File: config.mk
export PLATFORM = sky130hd
export DESIGN_NAME = data_sram_responder
export DESIGN_NICKNAME = d
export VERILOG_FILES = /design/src/rtl/data_sram_responder_pkg.sv /design/src/rtl/sramlike_req_fifo.sv /design/src/rtl/data_sram_responder.sv
export SDC_FILE = /design/constraint.sdc
export NUM_CORES = 1
export LEC_CHECK = 0
export BUFFER_PORTS_ARGS = -buffer_cell sky130_fd_sc_hd__buf_4
export CAP_MARGIN = 5
export CORE_ASPECT_RATIO = 0.5
export CORE_MARGIN = 1
export CORE_UTILIZATION = 52
export CTS_CLUSTER_DIAMETER = 150
export DETAILED_ROUTE_END_ITERATION = 12
export PLACE_DENSITY = 0.93
export SKIP_LAST_GASP = 1
export SLEW_MARGIN = 20
export SYNTH_ARGS = -nofsm -noshare
export SYNTH_HDL_FRONTEND = slang
export SYNTH_HIERARCHICAL = 1
export SYNTH_SLANG_ARGS = --single-unit
File: constraint.sdc
create_clock -name clk -period 3.4 [get_ports clk]
set_input_delay 0.17 -clock clk [delete_from_list [all_inputs] [get_ports clk]]
set_output_delay 0.17 -clock clk [all_outputs]
set_load 0.01 [all_outputs]
File: src/rtl/data_sram_responder_pkg.sv
// Shared types for the data-side sram-like responder: the queued request
// record and the responder FSM state encoding.
package data_sram_responder_pkg;

    // One queued request as captured from the core's sram-like interface.
    typedef struct packed {
        logic        wr;
        logic [1:0]  size;
        logic [3:0]  wstrb;
        logic [31:0] addr;
        logic [31:0] wdata;
    } sramlike_req_t;

    typedef enum logic [1:0] {
        IDLE,
        WAIT,
        ISSUE,
        RESP
    } dresp_state_t;

    localparam int WCNT_W = 4;

endpackage

File: src/rtl/sramlike_req_fifo.sv
// In-order request FIFO for the sram-like responder. Push is ignored when
// full and pop is ignored when empty, so callers may gate loosely.
module sramlike_req_fifo
    import data_sram_responder_pkg::*;
#(
    parameter int DEPTH = 2,
    localparam int CW = $clog2(DEPTH) + 1
) (
    input  logic          clk,
    input  logic          reset,
    input  logic          push,
    input  sramlike_req_t push_data,
    input  logic          pop,
    output sramlike_req_t head,
    output logic          full,
    output logic          empty,
    output logic [CW-1:0] count
);

    localparam int PW = (DEPTH > 1) ? $clog2(DEPTH) : 1;

    sramlike_req_t mem [DEPTH];
    logic [PW-1:0] wptr;
    logic [PW-1:0] rptr;
    logic          do_push;
    logic          do_pop;

    // Explicit wrap keeps DEPTH=1 correct where the pointer is wider than needed.
    function automatic logic [PW-1:0] ptr_inc(input logic [PW-1:0] p);
        return (p == PW'(DEPTH - 1)) ? '0 : p + 1'b1;
    endfunction

    assign full    = (count == CW'(DEPTH));
    assign empty   = (count == '0);
    assign do_push = push & ~full;
    assign do_pop  = pop & ~empty;
    assign head    = mem[rptr];

    // Entry storage; no reset needed since count guards every read.
    always_ff @(posedge clk) begin
        if (do_push) begin
            mem[wptr] <= push_data;
        end
    end

    // Pointer and occupancy bookkeeping.
    always_ff @(posedge clk) begin
        if (reset) begin
            wptr  <= '0;
            rptr  <= '0;
            count <= '0;
        end else begin
            if (do_push) wptr <= ptr_inc(wptr);
            if (do_pop)  rptr <= ptr_inc(rptr);
            count <= count + CW'(do_push) - CW'(do_pop);
        end
    end

endmodule

File: src/rtl/data_sram_responder.sv
// Responder end of the data-side sram-like interface. Requests are queued in
// order, each one is issued to a synchronous word SRAM after WAIT_CYCLES
// wait states, and one data_data_ok pulse is returned per request.
//
// state | meaning
// IDLE  | queue empty, nothing in flight
// WAIT  | counting wait states before the head is issued
// ISSUE | ram_en high with the head request fields
// RESP  | data_data_ok high, SRAM read data passed through, head popped
module data_sram_responder
    import data_sram_responder_pkg::*;
#(
    parameter int QDEPTH      = 2,
    parameter int RAM_AW      = 16,
    parameter int WAIT_CYCLES = 0
) (
    input  logic              clk,
    input  logic              reset,
    input  logic              data_req,
    input  logic              data_wr,
    input  logic [1:0]        data_size,
    input  logic [3:0]        data_wstrb,
    input  logic [31:0]       data_addr,
    input  logic [31:0]       data_wdata,
    output logic              data_addr_ok,
    output logic [31:0]       data_rdata,
    output logic              data_data_ok,
    output logic              ram_en,
    output logic [3:0]        ram_wen,
    output logic [RAM_AW-1:0] ram_addr,
    output logic [31:0]       ram_wdata,
    input  logic [31:0]       ram_rdata
);

    localparam int CW = $clog2(QDEPTH) + 1;
    localparam logic [WCNT_W-1:0] WAIT_LOAD =
        (WAIT_CYCLES > 0) ? WCNT_W'(WAIT_CYCLES - 1) : '0;

    dresp_state_t      state;
    logic [WCNT_W-1:0] wcnt;
    sramlike_req_t     req_in;
    sramlike_req_t     head;
    logic              q_full;
    logic              q_empty;
    logic [CW-1:0]     q_count;
    logic [CW-1:0]     q_count_next;
    logic              push;
    logic              pop;
    logic              more_next;
    logic              unused_head;

    assign req_in = '{wr: data_wr, size: data_size, wstrb: data_wstrb,
                      addr: data_addr, wdata: data_wdata};

    // Acceptance depends only on the registered occupancy, never on a pop
    // happening in the same cycle.
    assign data_addr_ok = ~q_full;
    assign push         = data_req & data_addr_ok;
    assign pop          = (state == RESP);

    // Occupancy after this cycle decides whether another access follows.
    assign q_count_next = q_count + CW'(push) - CW'(pop);
    assign more_next    = (q_count_next != '0);

    // Size is carried for a future cache bridge; wstrb is authoritative.
    assign unused_head = ^{head.size, head.addr};

    sramlike_req_fifo #(
        .DEPTH (QDEPTH)
    ) u_fifo (
        .clk       (clk),
        .reset     (reset),
        .push      (push),
        .push_data (req_in),
        .pop       (pop),
        .head      (head),
        .full      (q_full),
        .empty     (q_empty),
        .count     (q_count)
    );

    // Responder sequencing: optional wait states, one-cycle issue, one-cycle response.
    always_ff @(posedge clk) begin
        if (reset) begin
            state <= IDLE;
            wcnt  <= '0;
        end else begin
            case (state)
                IDLE, RESP: begin
                    if (!more_next) begin
                        state <= IDLE;
                    end else if (WAIT_CYCLES > 0) begin
                        state <= WAIT;
                        wcnt  <= WAIT_LOAD;
                    end else begin
                        state <= ISSUE;
                    end
                end
                WAIT: begin
                    if (wcnt == '0) state <= ISSUE;
                    else            wcnt  <= wcnt - 1'b1;
                end
                ISSUE:   state <= RESP;
                default: state <= IDLE;
            endcase
        end
    end

    // SRAM strobes and response outputs decode straight from the state
    // register so the head fields line up with ISSUE and RESP.
    always_comb begin
        ram_en       = 1'b0;
        ram_wen      = 4'b0;
        ram_addr     = '0;
        ram_wdata    = 32'h0;
        data_data_ok = 1'b0;
        data_rdata   = 32'h0;
        if (state == ISSUE) begin
            ram_en    = 1'b1;
            ram_wen   = head.wr ? head.wstrb : 4'b0;
            ram_addr  = head.addr[RAM_AW+1:2];
            ram_wdata = head.wdata;
        end
        if (state == RESP) begin
            data_data_ok = 1'b1;
            if (!head.wr) data_rdata = ram_rdata;
        end
    end

endmodule
Yosys cells after proc, flatten, opt, wreduce, memory -nomap -nowiden
Memory sizes are Yosys's and may differ from the RTL's. A register that Yosys moved wholly into a read port is not among the register bits.
Index checks and enable logic that the tools add are counted.
Word-level totals
  memory bits (read-only): 0
  bits in latches: 0
  register bits after elaboration: 10
  word-level logic and storage cells: 47
  memory bits (writable): 142
  memories kept: 1
Operators by class
  $mul: 0
  div/mod/pow operators: 0
  shifts and indexed selects: 0
  mux-type cells: 17
  reduce and logical (&&, ||, !) cells: 6
  equal/unequal tests: 5
  bitwise operators: 6
  $lt $le $gt $ge: 0
  $add $sub $neg: 7
Memories
  u_fifo.mem: depth 2, width 71, rd ports 1, clocked after Yosys merged registers in 1, wr ports 1, RTL line sramlike_req_fifo.sv:22  | sramlike_req_t mem [DEPTH];
Operators with widths (count)
  two-way mux 32 bit: 3
  two-way mux 16 bit: 1
  two-way mux 1 bit: 8
  two-way mux 4 bit: 2
  equality test 2 bit (second input constant): 3
  case mux 2 bit (3 select lines): 1
  adder 2 x 1 -> 2 bit: 2
  logical NOT 2 bit: 2
  logical NOT 4 bit: 1
  two-way mux 2 bit: 2
  subtractor 2 x 1 -> 2 bit: 2
  subtractor 4 x 1 -> 4 bit (second input constant): 1
  bitwise AND 1 bit: 3
  NOT 1 bit: 3
  adder 1 bit (second input constant): 2
  equality test 2 x 1 -> 1 bit (second input constant): 1
  != test 2 bit (second input constant): 1
  AND reduction 2 bit: 1
  nonzero test 2 bit: 1
  OR reduction 2 bit: 1

Depth between registers and ports, before layout
  word-level depth: 8
  depth in mapped cells: 12

Modules after synthesis
Netlist, hierarchy kept.
By module, submodules not included
  sramlike_req_fifo: area each 5352.6 µm², seq. area each 4364.2 µm², cells each 248, times used 1
  data_sram_responder: area each 940.9 µm², seq. area each 120.1 µm², cells each 136, times used 1

Worst setup path after synthesis
OpenSTA, ideal clock, no wires.
  kind: flip-flop to flip-flop
  from: register u_fifo.count[0]
  to: memory u_fifo/mem[0][0] (netlist name) (enable)
  path slack: 389 ps
  stages on the path, launching flop included: 9
  arrival: 2586 ps
  buffers on the path: 0
  clock period less this slack: 3011 ps
  required time: 2975 ps
  cells stage by stage: dfxtp_1 nand2b_2 inv_2 inv_1 nand2_1 inv_1 inv_1 or3_1 inv_1
On the way
  longest elaborated chain between the ends: 6
RTL lines
  start, declared: RTL line sramlike_req_fifo.sv:17  | output logic [CW-1:0] count
  start signal, assigned: RTL line sramlike_req_fifo.sv:55  | count <= count + CW'(do_push) - CW'(do_pop);
  equality test 2 bit: RTL line sramlike_req_fifo.sv:33  | assign full = (count == CW'(DEPTH));
  named net q_full: RTL line data_sram_responder.sv:43  | logic q_full;
  NOT 1 bit: RTL line data_sram_responder.sv:57  | assign data_addr_ok = ~q_full;
  named net data_addr_ok: RTL line data_sram_responder.sv:25  | output logic data_addr_ok,
  bitwise AND 1 bit: RTL line data_sram_responder.sv:58  | assign push = data_req & data_addr_ok;
  named net push: RTL line data_sram_responder.sv:47  | logic push;
  bitwise AND 1 bit: RTL line sramlike_req_fifo.sv:35  | assign do_push = push & ~full;
  two-way mux 1 bit: RTL line sramlike_req_fifo.sv:41  | if (do_push) begin
  two-way mux 1 bit (implied by the code): RTL line sramlike_req_fifo.sv:42  | mem[wptr] <= push_data;
  end, declared: RTL line sramlike_req_fifo.sv:22
The timed path passes the listed nets, and every way through them passes these cells.

Final worst setup path
  from: register u_fifo.count[0]
  to: memory u_fifo/mem[0][36] (netlist name) (enable)
On the way
  longest elaborated chain between the ends: 6
RTL lines (RTL line)
  equality test 2 bit: sramlike_req_fifo.sv:33
  named net q_full: data_sram_responder.sv:43
  NOT 1 bit: data_sram_responder.sv:57
  bitwise AND 1 bit: data_sram_responder.sv:58
  named net push: data_sram_responder.sv:47
  bitwise AND 1 bit: sramlike_req_fifo.sv:35
  two-way mux 1 bit: sramlike_req_fifo.sv:41
  two-way mux 1 bit (implied by the code): sramlike_req_fifo.sv:42
The timed path passes the listed nets, and every way through them passes these cells.

==> impl_results.md <==
- Leakage: 3.15 nW
- Clock-pin slew on the worst setup and hold paths: around 50 ps
- Root buf cell: clkbuf_16
- R2r setup slk: 840 ps
- Worst-Skew Late Latency: 410 ps
- Ys Warns: 6
- Mapped Cells: approximately 330
- Clock buffer depth: 2
- Power Internal: 0.00366 W
- Area growth, synth to finish: 51.3%
- DR iter-0 viols: 257
- Worst Setup SP: u_fifo/count[0]
- Gr usage total: around 30%
- Final instance area: 7560 sq um
- Pins over their slew limit: 0
- Mean Syn Cell Area: 15.2 sq um
- Cts hold-fix bufs: 53
- Share of cells above drive strength 1: 45.6%
- Fin crit period: 2560 ps
- # H-tree levels: 4
- Max-cap check violation count: 0
- Die Ht: 71.3 um
- Initial Utilization: 55.5%
- Die W: 141 um
- Number of global-route vias before repair: between 3000 and 4000
- Outcome: finished clean
- Critical-path cell list: nand2b_2, inv_2, inv_1, nand2_1, inv_1, inv_1, or3_1, inv_2, buf_12
- Core Box Area: 9010 sq um
- Sw power: between 0.001 and 0.0015 W
- Worst R2R End: u_fifo/mem[0][36]
- DR vias: roughly 3600
- Drt first pass iters: 5
- Least-Margin Pin Slew: 735 ps
- Share of power burned in registers: 38.0%
- CP startpoint kind: flop
- Clk pwr share: a little over a third
- Critical-path top delay cell: inv_2
- Critical path class: flop to flop
- Final ANT Viol Nets: 0
- Final WL: 14000 um
- DP HPWL: 7320 um
- RSZ-0062 raised after global routing: no
- Period Utilization, post-route: 75.4%
- Rows: 24
- First-pass GRT wire length: 21400 um
- Critical path required time: around 3500 ps
- Total CTS buffers: 17
- Crit path max fanout: 30
- End point of the critical path: u_fifo/mem[0][36]
- Most used cell, CP: inv_1
- I/O Buffers: 174
- Remaining DRCs: 0
- Syn_nets: 442
- Placement Cell Area: 6440 sq um
- Cells on worst reg2reg path: 9
- Worst Hold Class: input port to flop
- Clock sinks: approximately 120
- Gpl congestion: between 0.8 and 0.9
- Count of final setup violators: 0
- Crit end category: flop
- Arrival time of the worst setup path: roughly 2700 ps
- Die area: 10000 sq um
- Net Sw Frac: 26.8%
- Worst path max stage delay: 570 ps
- Hold_ws: 34.4 ps
- Post-DR vias/cell: 5.23
- Max frequency: 390 MHz
- Initial antenna violation count: 0
- Worst rel slew slack: roughly half
- CTS tree: yes
- Fin nets: 678
- Post-CTS Setup Inserts: 0
- Endpoints failing hold: 0
- Post-route setup TNS: 0 ps
- Pwr Density: 661 nW/um^2
- VDD IR max: 0.343 mV
- I/O Pins: roughly 190
- Reg2reg start: u_fifo/count[0]
- Routed length per instance: 20.2 um
- PostCTS Resize Cnt: 0
- Comb pwr share: approximately 26%
- Setup Skew: 6.28 ps
- Largest net degree at the start of global routing: 54
- GR Overflow Total: 0
- N_diodes: 0
- Synth Cell Area: between 4000 and 5000 sq um
[flip-flops by register name, indices dropped and copies added, names as in the netlist, named ones only]
name and flops:
u_fifo/count 2, u_fifo/rptr 1, state 2, wcnt 4, u_fifo/mem 106, u_fifo/wptr 1
[placed cells by master, fill, tap and decap left out, types with 3 or more instances in the layout]
cell and n:
clkinv_2 3, mux2_2 53, nor2_1 4, a21oi_1 6, o21ai_0 4, and3_1 4, ha_1 8, edfxtp_1 106
clkinv_1 6, dfxtp_1 10, bufinv_16 4, clkbuf_16 17, nand3_1 3, dlygate4sd3_1 53, and2_1 81, buf_4 177
inv_1 11
[worst min-delay path by stage]
| stage | end | from | slack [ps] | cells after the start |
|---|---|---|---|---|
| floorplan | state[0] | reset | 240 | 1 |
| global placement | u_fifo/mem[0][16] | data_wdata[16] | 360 | 1 |
| detailed placement | u_fifo/mem[0][25] | data_wdata[25] | 360 | 1 |
| CTS | flop | reset | 5 | 2 |
| global route | flop | reset | 30 | 2 |
| finish | state[1] | reset | 30 | 2 |
[metrics by stage]
stage | setup WS (ps) | utilization, % | cells | total power, W
floorplan | 777 | - | 328 | 0.00251
global placement | 1110 | 71.5 | 609 | 0.00302
detailed placement | 996 | 71.5 | 609 | 0.00307
CTS | 950 | 83.9 | 694 | 0.00496
global route | 711 | 83.9 | 694 | 0.00519
finish | 836 | 83.9 | 694 | 0.00500
[layer usage]
| metal | GRT usage [%] | part of all wire [%] | up-vias |
|---|---|---|---|
| li1 | - | - | 1652 |
| met1 | 32.4 | 38 | 1755 |
| met2 | 54.8 | 54 | 192 |
| met3 | 7.42 | 5.7 | 33 |
| met4 | 12.7 | 2.6 | 0 |
| met5 | 0 | 0 | - |
[power groups by stage]
stage | logic (W) | registers (W) | clock network, W
2_1_floorplan | 0.000621 | 0.00189 | 0
3_3_place_gp | 0.00113 | 0.00189 | 0
3_5_place_dp | 0.00117 | 0.00191 | 0
4_1_cts | 0.00125 | 0.00188 | 0.00183
5_1_grt | 0.00137 | 0.00191 | 0.00191
6_report | 0.00128 | 0.00190 | 0.00182
[critical path: cells and delay by family, from the launching register on]
family,cells,cell delay [ps]
buffers and inverters,6,1150
DFF,1,390
and+or+nand+nor,3,690
[final cells by class]
type | count | area [sq um]
tap | 117 | 146
clock buffer | 18 | 429
clock inverter | 14 | 165
sequential | 117 | 3400
multi-input combinational | 183 | 1470
fill | 445 | 1450
timing repair buffer | 232 | 1900
inverter | 13 | 48.8
Note: power is estimated with default switching activity, not from simulation.
